===== src/rtl/ldpc_column_accumulator.sv =====
// LDPC column accumulator: sums NUM_ROWS row vectors of six signed 8-bit column
// messages into per-column signed totals, then holds the finished frame until the
// consumer takes it.
// Build option: define LDPC_COLUMN_ACCUM_SATURATE_EN for symmetric saturating adds;
// the default build wraps modulo 2^ACC_WIDTH.
module ldpc_column_accumulator #(
  parameter int unsigned NUM_ROWS  = 7,
  parameter int unsigned ACC_WIDTH = 12
) (
  input  logic                 i_clock,
  input  logic                 i_reset,
  input  logic [7:0]           i_data_0,
  input  logic [7:0]           i_data_1,
  input  logic [7:0]           i_data_2,
  input  logic [7:0]           i_data_3,
  input  logic [7:0]           i_data_4,
  input  logic [7:0]           i_data_5,
  input  logic                 i_valid,
  output logic                 o_ready,
  output logic [ACC_WIDTH-1:0] o_sum_0,
  output logic [ACC_WIDTH-1:0] o_sum_1,
  output logic [ACC_WIDTH-1:0] o_sum_2,
  output logic [ACC_WIDTH-1:0] o_sum_3,
  output logic [ACC_WIDTH-1:0] o_sum_4,
  output logic [ACC_WIDTH-1:0] o_sum_5,
  output logic [5:0]           o_hard,
  output logic                 o_valid,
  input  logic                 i_ready,
  output logic                 o_overflow
);

  localparam int unsigned AW   = ACC_WIDTH;
  localparam int unsigned CntW = $clog2(NUM_ROWS);
  localparam logic [CntW-1:0] LastCnt = CntW'(NUM_ROWS - 1);

  typedef logic [AW-1:0] acc_t;
  typedef enum logic [1:0] {StIdle, StAccum, StHold} state_e;

  state_e               state_q, state_d;
  logic [CntW-1:0]      cnt_q, cnt_d;
  logic [5:0][AW-1:0]   acc_q, acc_d;
  logic [5:0][AW-1:0]   sum_q, sum_d;
  logic                 ovf_q, ovf_d;

  logic [5:0][7:0]      data_in;
  logic [5:0][AW-1:0]   load_v;
  logic [5:0][AW-1:0]   add_v;
  logic                 accept;

  // Two's-complement add, either clamped symmetrically or wrapping.
  function automatic acc_t acc_add(input acc_t a, input acc_t b);
`ifdef LDPC_COLUMN_ACCUM_SATURATE_EN
    logic signed [AW:0] s;
    logic signed [AW:0] lim;
    logic signed [AW:0] nlim;
    s    = $signed({a[AW-1], a}) + $signed({b[AW-1], b});
    lim  = $signed({2'b00, {(AW - 1){1'b1}}});
    nlim = -lim;
    if (s > lim) return lim[AW-1:0];
    if (s < nlim) return nlim[AW-1:0];
    return s[AW-1:0];
`else
    return a + b;
`endif
  endfunction

  assign data_in = {i_data_5, i_data_4, i_data_3, i_data_2, i_data_1, i_data_0};
  assign o_ready = (state_q != StHold) | i_ready;
  assign accept  = i_valid & o_ready;

  // Candidate values: a fresh load (adding to zero applies the same clamp) or an add.
  always_comb begin
    load_v = '0;
    add_v  = '0;
    for (int k = 0; k < 6; k++) begin
      load_v[k] = acc_add('0, AW'($signed(data_in[k])));
      add_v[k]  = acc_add(acc_q[k], AW'($signed(data_in[k])));
    end
  end

  // Next-state logic: frame sequencing, accumulator update and overflow flag.
  always_comb begin
    state_d = state_q;
    cnt_d   = cnt_q;
    acc_d   = acc_q;
    sum_d   = sum_q;
    ovf_d   = ovf_q;
    unique case (state_q)
      StIdle: begin
        if (accept) begin
          acc_d   = load_v;
          cnt_d   = CntW'(1);
          state_d = StAccum;
        end
      end
      StAccum: begin
        if (accept) begin
          acc_d = add_v;
          if (cnt_q == LastCnt) begin
            sum_d   = add_v;
            cnt_d   = '0;
            state_d = StHold;
          end else begin
            cnt_d = cnt_q + CntW'(1);
          end
        end
      end
      StHold: begin
        if (i_ready) begin
          if (i_valid) begin
            // Back-to-back frame: this row is row 1 of the next frame.
            acc_d   = load_v;
            cnt_d   = CntW'(1);
            state_d = StAccum;
          end else begin
            state_d = StIdle;
          end
        end else if (i_valid) begin
          ovf_d = 1'b1;
        end
      end
      default: state_d = StIdle;
    endcase
  end

  // State registers with asynchronous active-low reset.
  always_ff @(posedge i_clock or negedge i_reset) begin
    if (!i_reset) begin
      state_q <= StIdle;
      cnt_q   <= '0;
      acc_q   <= '0;
      sum_q   <= '0;
      ovf_q   <= 1'b0;
    end else begin
      state_q <= state_d;
      cnt_q   <= cnt_d;
      acc_q   <= acc_d;
      sum_q   <= sum_d;
      ovf_q   <= ovf_d;
    end
  end

  assign o_valid    = (state_q == StHold);
  assign o_overflow = ovf_q;
  assign o_sum_0    = sum_q[0];
  assign o_sum_1    = sum_q[1];
  assign o_sum_2    = sum_q[2];
  assign o_sum_3    = sum_q[3];
  assign o_sum_4    = sum_q[4];
  assign o_sum_5    = sum_q[5];

  // Hard decisions are the sign bits of the held (already clamped/wrapped) sums.
  always_comb begin
    o_hard = '0;
    for (int k = 0; k < 6; k++) o_hard[k] = sum_q[k][AW-1];
  end

endmodule


===== config.mk =====
export PLATFORM = sky130hd
export DESIGN_NAME = ldpc_column_accumulator
export DESIGN_NICKNAME = d
export VERILOG_FILES = /design/src/rtl/ldpc_column_accumulator.sv
export SDC_FILE = /design/constraint.sdc
export NUM_CORES = 1
export LEC_CHECK = 0
export CAP_MARGIN = 15
export CORE_AREA = 3 3 146 148
export CTS_CLUSTER_SIZE = 24
export DETAILED_ROUTE_END_ITERATION = 10
export DIE_AREA = 0 0 149 151
export GPL_TIMING_DRIVEN = 0
export PLACE_DENSITY = 0.72
export SYNTH_ARGS = -nofsm -noshare
export SYNTH_HDL_FRONTEND = slang
export SYNTH_SLANG_ARGS = --single-unit

===== constraint.sdc =====
create_clock -name i_clock -period 2.92 [get_ports i_clock]
set_input_delay 0.584 -clock i_clock [delete_from_list [all_inputs] [get_ports i_clock]]
set_output_delay 0.584 -clock i_clock [all_outputs]
set_load 0.02 [all_outputs]

==> results of run 1 <==
## critical path: cells and delay by family (launching register included)
| family | cells | cell delay [ns] |
|---|---|---|
| flip-flops | 1 | 0.44 |
| buffers and inverters | 2 | 1.09 |
| AND/OR/NAND/NOR | 1 | 0.34 |
## layout by cell type, fill, tap and decap left out, drive strengths merged, types with 14 or more instances in the layout
master and n:
a211oi 16, dfrtp 150, clkdlybuf4s50 130, nand2 234
xnor2 37, xor2 22, o21ai 98, a21o 26
clkbuf 54, ha 66, a31oi 14, o22ai 18
buf 22, nor2 69, a21oi 69
## repair_timing
| item | 4_1_cts | 5_1_grt |
|---|---|---|
| buffers inserted | 0 | 2 |
| resized for setup | 2 | 7 |
| hold buffers | 0 | 0 |
| setup endpoints to repair | 2 | 19 |
| pin swaps | 0 | 1 |
## synth_stat cells (3+ instances only)
cell	instances
a21o_1	25
a221o_1	4
buf_2	3
nand2_1	234
and3_1	4
o21bai_1	10
o31ai_1	4
a22oi_1	9
nor3_1	7
a21oi_1	69
xor2_1	22
nand4_1	5
nand3_1	7
buf_4	6
buf_1	9
o21a_1	12
o21ai_0	95
xnor2_1	37
clkbuf_1	34
mux2_2	10
o211ai_1	7
a211oi_1	15
inv_1	10
a31oi_1	14
ha_1	66
o31a_1	3
and2_1	3
fa_1	6
nor2_1	69
o22ai_1	18
nor4_1	3
dfrtp_1	150
## flip-flops by register name, indices dropped and copies added, names as in the netlist
name and flops:
o_overflow 1, o_sum_3 12, o_sum_1 12, acc_q 72, o_sum_2 12, o_sum_0 12, o_sum_4 12, o_sum_5 12
state_q 2, cnt_q 3
## cell type report
class | count | area (µm²) | area share
clock buffers | 21 | 450 | 0.0399
multi-input cells | 798 | 4950 | 0.438
flip-flops and latches | 150 | 3750 | 0.332
repair buffers | 135 | 1370 | 0.121
diodes | 1 | 2.50 | 0.000221
well taps | 270 | 338 | 0.0299
inverters | 10 | 37.5 | 0.00332
plain buffers | 51 | 221 | 0.0196
clock inverters | 9 | 176 | 0.0156
## stage by stage
step                      setup TNS, ns  cell area [µm²]  total power, mW  cells
final                                 0            11300             13.6   1445
after global routing           -0.00443            11300             14.6   1444
after CTS                             0            11300             13.6   1442
after detailed placement          -9.94            10600             11.1   1413
after global placement          -756.81            10600             10.9   1412
after floorplan                       0             8950             8.71   1010
## routing by layer
layer	up-vias	share of wire	routed length (µm)	track usage
met2	269	0.46	12100	0.374
met4	0	0.025	648	0.0792
met5	-	0	0	0
li1	3892	-	-	-
met1	3926	0.45	11800	0.325
met3	45	0.063	1640	0.0455
## worst max-delay path by stage
stage                     start         end  slack, ns
global route        i_data_4[7]   acc_q[59]     -0.004
global placement        i_reset  o_sum_1[4]      -5.00
finish               state_q[0]     o_valid       0.04
CTS                  state_q[0]     o_valid       0.05
floorplan           i_data_2[0]   acc_q[34]       0.42
detailed placement      i_ready   acc_q[49]      -0.36
## power groups by stage
stage,clock [mW],combinational (mW),sequential (mW)
after floorplan,0,4.58,4.13
after global placement,0,7.20,3.71
after detailed placement,0,7.34,3.73
after CTS,2.42,7.43,3.71
after global routing,2.51,8.29,3.83
final,2.40,7.50,3.71
## cell families after synthesis
logic type               Yosys count  synth area share
multiplexers                      12            0.0148
buffers and inverters             62            0.0289
AO/OA/AOI/OAI                    304             0.211
adder cells (fa/ha/maj)           72             0.106
AND/OR/NAND/NOR                  351             0.162
XOR/XNOR                          59            0.0577
flip-flops                       150             0.419
==> summary.md, run 1 <==
| Metric | Value |
|---|---|
| DP HPWL | `18.6 mm` |
| Share of layout cells above drive strength 1 | `0.0596` |
| Sequential power share | `0.272` |
| Clock network fraction of total power | `0.177` |
| Mapped Area | `between 8000 and 9000 µm²` |
| Critical path peak fanout | `19` |
| Fillers | `about 1,800` |
| Synth Instances | `just over 1,000` |
| Final setup violation count | `0` |
| Clk slew on worst S/H paths | `around 0.06 ns` |
| Final worst slack | `0.0439 ns` |
| Die width | `roughly 150 µm` |
| R2R Setup Slk | `between 0.15 and 0.2 ns` |
| Seq cells post-synth | `150` |
| Util after Layout | `0.560` |
| Slowest CP cell | `clkdlybuf4s50_1` |
| R2R cell count | `5` |
| Routed Antenna Nets | `0` |
| CTS Buf Count | `17` |
| Setup crit start kind | `register` |
| GRT Overall Usage | `0.236` |
| Slew Viols, Final | `0` |
| RR Startpoint | `state_q[1]` |
| Total number of vias | `8,132` |
| Worst min-delay path category | `input port to async pin` |
| Mapped Nets | `approximately 1,100` |
| Initial antenna violation count | `0` |
| IO Port Bufs | `between 100 and 150` |
| RR Endpoint | `acc_q[7]` |
| Starting DRT DRC Count | `between 500 and 600` |
| Post-synth ARST share | `1.00` |
| Outcome | `complete, but fails checks` |
| Final hold slack | `around 0.16 ns` |
| Final Net Count | `around 1,300` |
| Worst-skew pair later-pin latency | `about 0.43 ns` |
| Synth top area share | `0.419` |
| First-pass GRT wire length | `41.4 mm` |
| Die Ht | `between 150 and 200 µm` |
| Clock Path Buffers | `2` |
| WL final | `~26 mm` |
| Synthesized area per cell | `approximately 8.9 µm²` |
| Leak | `between 5 and 6 nW` |
| Clock Skew | `0.00920 ns` |
| Synth-to-layout area growth | `26.3%` |
| Sink Count | `150` |
| Detailed-route wire length per cell | `18.1 µm` |
| Vias per Instance | `approximately 5.6` |
| Failing checks | `DRC` |
| Pre-CTS WS | `-0.364 ns` |
| Overflow after GRT | `0` |
| Initial Utilization | `0.444` |
| Max IR drop VDD | `approximately 0.54 mV` |
| Root Buffer | `clkbuf_16` |
| Top-Level Pins | `around 130` |
| Synth area leaders | `dfrtp_1, nand2_1, ha_1` |
| Die area | `around 22,000 µm²` |
| Worst-Margin Slew | `1.00 ns` |
| Yosys warns | `0` |
| Min Tclk post-route | `2.88 ns` |
| Final Cycle Share | `0.985` |
| Vias in the first global route | `between 7,000 and 8,000` |
| Hold Vio Cnt, Final | `0` |
| Power per Cell Area | `around 1200 nW/µm²` |
| Combinational Power Share | `0.551` |
| CP required | `between 2 and 2.5 ns` |
| Psw | `between 5 and 6 mW` |
| CP endpoint kind | `primary output` |
| 1st-pass router iterations | `8` |
| Switching Share | `0.417` |
| Max-slew headroom | `0.328` |
| CP cell instances | `clkbuf_2 -> nor2b_1 -> clkdlybuf4s50_1` |
| GP Congestion | `between 0.8 and 0.9` |
| Htree depth | `4` |
| CORE AREA | `approximately 20,000 µm²` |
| CP arrival | `2.29 ns` |
| TritonCTS clock tree | `done` |
| Slowest stage delay, CP | `about 0.65 ns` |
| Post-synthesis sequential area ratio | `0.419` |
| Remaining DRCs | `2` |
| Internal power | `7.93 mW` |
| Prevailing post-synth register cell | `dfrtp_1` |
| Rows | `52` |
| Peak Freq | `0.348 GHz` |
| Maximum number of pins on one net before global-route repair | `77` |
| Post-synthesis cell type count | `63` |
| MaxCap Viol Count | `0` |
| Synth area leader | `dfrtp_1` |
| Critical path type | `register to primary output` |
| Number of synthesized flops with an enable pin | `0` |
No activity file was read; power rests on OpenSTA's default activity.
==> inputs of run 2 (changes only) <==
--- a/config.mk
+++ b/config.mk
@@ -11,7 +11,7 @@
 export DETAILED_ROUTE_END_ITERATION = 10
 export DIE_AREA = 0 0 149 151
 export GPL_TIMING_DRIVEN = 0
-export PLACE_DENSITY = 0.72
+export PLACE_DENSITY = 0.75
 export SYNTH_ARGS = -nofsm -noshare
 export SYNTH_HDL_FRONTEND = slang
 export SYNTH_SLANG_ARGS = --single-unit
==> constraint.sdc (replaced) <==
create_clock -name i_clock -period 2.4 [get_ports i_clock]
set_input_delay 0.48 -clock i_clock [delete_from_list [all_inputs] [get_ports i_clock]]
set_output_delay 0.48 -clock i_clock [all_outputs]
set_load 0.02 [all_outputs]
==> summary.md, run 2 (synthesized netlist as in run 1, its figures left out) <==
| Metric | Value |
|---|---|
| GP Congestion | `0.908 (+2.9%)` |
| Overflow after GRT | `0 (unchanged)` |
| GR Util met3 | `0.0479 (+0.00239)` |
| Die width | `149 µm (unchanged)` |
| Setup crit start kind | `register` |
| CORE AREA | `20,200 µm² (unchanged)` |
| Slowest stage delay, CP | `0.44 ns (-0.21 ns)` |
| Rows | `52 (unchanged)` |
| Root Buffer | `clkbuf_16` |
| Switching Share | `0.425 (+0.00778)` |
| Die area | `22,500 µm² (unchanged)` |
| Power, Total | `17.4 mW (+28%)` |
| Leak | `5.31 nW (+4.1%)` |
| Pre-CTS WS | `-0.748 ns (-0.384 ns)` |
| WL final | `27.5 mm (+5.2%)` |
| Final Cycle Share | `0.983` |
| Slew Viols, Final | `0 (unchanged)` |
| MaxCap Viol Count | `0 (unchanged)` |
| Initial antenna violation count | `0 (unchanged)` |
| 1st-pass router iterations | `6 (-2)` |
| DP HPWL | `18.7 mm (+0.37%)` |
| Register Area | `3750 µm² (unchanged)` |
| Dpl cells | `1,413 (unchanged)` |
| First-pass GRT wire length | `42.3 mm (+2.0%)` |
| CP arrival | `1.88 ns (-0.41 ns)` |
| Htree depth | `4 (unchanged)` |
| Clock Skew | `0.00743 ns (-0.00176 ns)` |
| Worst-Margin Slew | `0.897 ns (-0.107 ns)` |
| Combinational Power Share | `0.582 (+0.031)` |
| Critical path type | `register to primary output` |
| Hold Vio Cnt, Final | `0 (unchanged)` |
| Detailed-route wire length per cell | `18.8 µm (+4.0%)` |
| Final Net Count | `1,302 (+1.2%)` |
| Die Ht | `151 µm (unchanged)` |
| Share of layout cells above drive strength 1 | `0.134 (+0.0739)` |
| Number of flip-flops in the largest register | `72 (unchanged)` |
| Remaining DRCs | `0 (-2)` |
| Commonest non-fill, non-tap cells in the layout | `nand2_1, dfrtp_1, clkdlybuf4s50_1, o21ai_0, nor2_1` |
| Worst min-delay path category | `input port to async pin` |
| CP required | `1.92 ns (-0.42 ns)` |
| Final hold slack | `0.107 ns (-0.0527 ns)` |
| Internal power | `10.0 mW (+26%)` |
| Fillers | `1,760 (-3.6%)` |
| IO Port Bufs | `132 (unchanged)` |
| Met2 Usage GRT | `0.377 (+0.00317)` |
| Clk slew on worst S/H paths | `0.06 ns (about the same)` |
| Maximum number of pins on one net before global-route repair | `84 (+9.1%)` |
| GRT Overall Usage | `0.240 (+0.00476)` |
| Sink Count | `150 (unchanged)` |
| Final worst slack | `0.0419 ns (-0.00203 ns)` |
| TritonCTS clock tree | `done` |
| Psw | `7.40 mW (+30%)` |
| Initial Utilization | `0.444 (unchanged)` |
| Power per Cell Area | `1470 nW/µm² (+22%)` |
| CP endpoint kind | `primary output` |
| Cell mode on critical path | `clkbuf_4` |
| Critical path peak fanout | `10 (-9)` |
| Outcome | `finished clean` |
| Grt met1 use | `0.327 (+0.00166)` |
| CP startpoint | `state_q[0]` |
| Total number of vias | `8,277 (+1.8%)` |
| Final setup violation count | `0 (unchanged)` |
| Leading cell type in the layout, fill and taps excluded | `nand2_1` |
| Area of the multi-input gates | `5390 µm² (+8.7%)` |
| RR Startpoint | `acc_q[25]` |
| Clock Path Buffers | `2 (unchanged)` |
| Starting DRT DRC Count | `629 (+24%)` |
| CP cell instances | `clkbuf_4 -> clkbuf_4 -> nor2b_2 -> clkdlybuf4s15_2` |
| Max IR drop VDD | `0.690 mV (+27%)` |
| Synth-to-layout area growth | `32.2%` |
| Largest register by flop count | `acc_q` |
| Worst-skew pair later-pin latency | `0.43 ns (about the same)` |
| Clock network fraction of total power | `0.154 (-0.023)` |
| Cts hold-fix bufs | `0 (unchanged)` |
| Slowest CP cell | `dfrtp_1` |
| Vias per Instance | `5.67 (+0.67%)` |
| Routed Antenna Nets | `0 (unchanged)` |
| Top-Level Pins | `133 (unchanged)` |
| Peak Freq | `~0.42 GHz` |
| Sequential power share | `0.264 (-0.008)` |
| CTS Buf Count | `17 (unchanged)` |
| Antenna Cells | `0 (-1)` |
| RSZ-0062 raised after global routing | `true` |
| Busiest grt layer | `met2` |
| Vias in the first global route | `7,952 (+2.0%)` |
| Min Tclk post-route | `2.36 ns` |
| Post-Layout Cell Count | `1,461 (+1.1%)` |
| Max-slew headroom | `0.402 (+0.0737)` |
==> run 2: power by group through the flow <==
stage	registers [mW]	logic (mW)	clock network [mW]
finish	4.59	10.1	2.68
global route	4.73	11.1	2.81
CTS	4.52	9.43	2.69
detailed placement	4.53	8.96	0
global placement	4.50	8.74	0
floorplan	5.02	5.57	0
==> run 2: timing repair <==
item                                   in CTS  in global routing
buffers inserted                            7                  9
setup endpoints to repair                  61                 49
pin swaps                                  16                 31
gates resized for setup                    63                 70
endpoints found under the hold margin       0                  0
==> run 2: critical path, delay by kind of cell, from the launching register on <==
| family | cells | cell delay, ns |
|---|---|---|
| buf+inv | 3 | 0.79 |
| flops | 1 | 0.44 |
| simple gates | 1 | 0.21 |
==> run 2: worst paths after layout <==
path / slack, ns / to / cells after the start
setup / recovery: 0.04 / o_valid / 4
hold / removal: 0.11 / o_sum_4[5] / 1
setup reg to reg: 0.06 / acc_q[35] / 8
hold reg to reg: 0.47 / o_overflow / 1
max in group asynchronous: 1.47 / acc_q[15] / 2
min in group i_clock: 0.39 / acc_q[24] / 3
==> run 2: final cells by class <==
type / count / share of cell area
buffer: 52 / 0.0207
timing repair buffer: 149 / 0.126
sequential: 150 / 0.317
clock buffer: 25 / 0.0436
tap: 270 / 0.0285
inverter: 10 / 0.00317
multi-input combinational: 798 / 0.455
clock inverter: 7 / 0.00571
==> run 2: per-layer routing <==
layer	vias up	share of wire
met2	339	0.46
li1	3910	-
met3	62	0.074
met1	3966	0.43
met5	-	0
met4	0	0.031
==> run 2: stage by stage <==
stage               utilization  TNS (ns)  area (µm²)
finish                    0.587         0       11800
global route              0.587    -0.302       11800
CTS                       0.568         0       11500
detailed placement        0.527    -54.90       10600
global placement          0.526   -856.74       10600
floorplan                     -         0        8950
==> inputs of run 3 (changes only) <==
--- a/config.mk
+++ b/config.mk
@@ -5,7 +5,7 @@
 export SDC_FILE = /design/constraint.sdc
 export NUM_CORES = 1
 export LEC_CHECK = 0
-export CAP_MARGIN = 15
+export CAP_MARGIN = 20
 export CORE_AREA = 3 3 146 148
 export CTS_CLUSTER_SIZE = 24
 export DETAILED_ROUTE_END_ITERATION = 10
==> results of run 3 <==
Same layout as run 2: the final DEF is identical, and so are final timing and power.
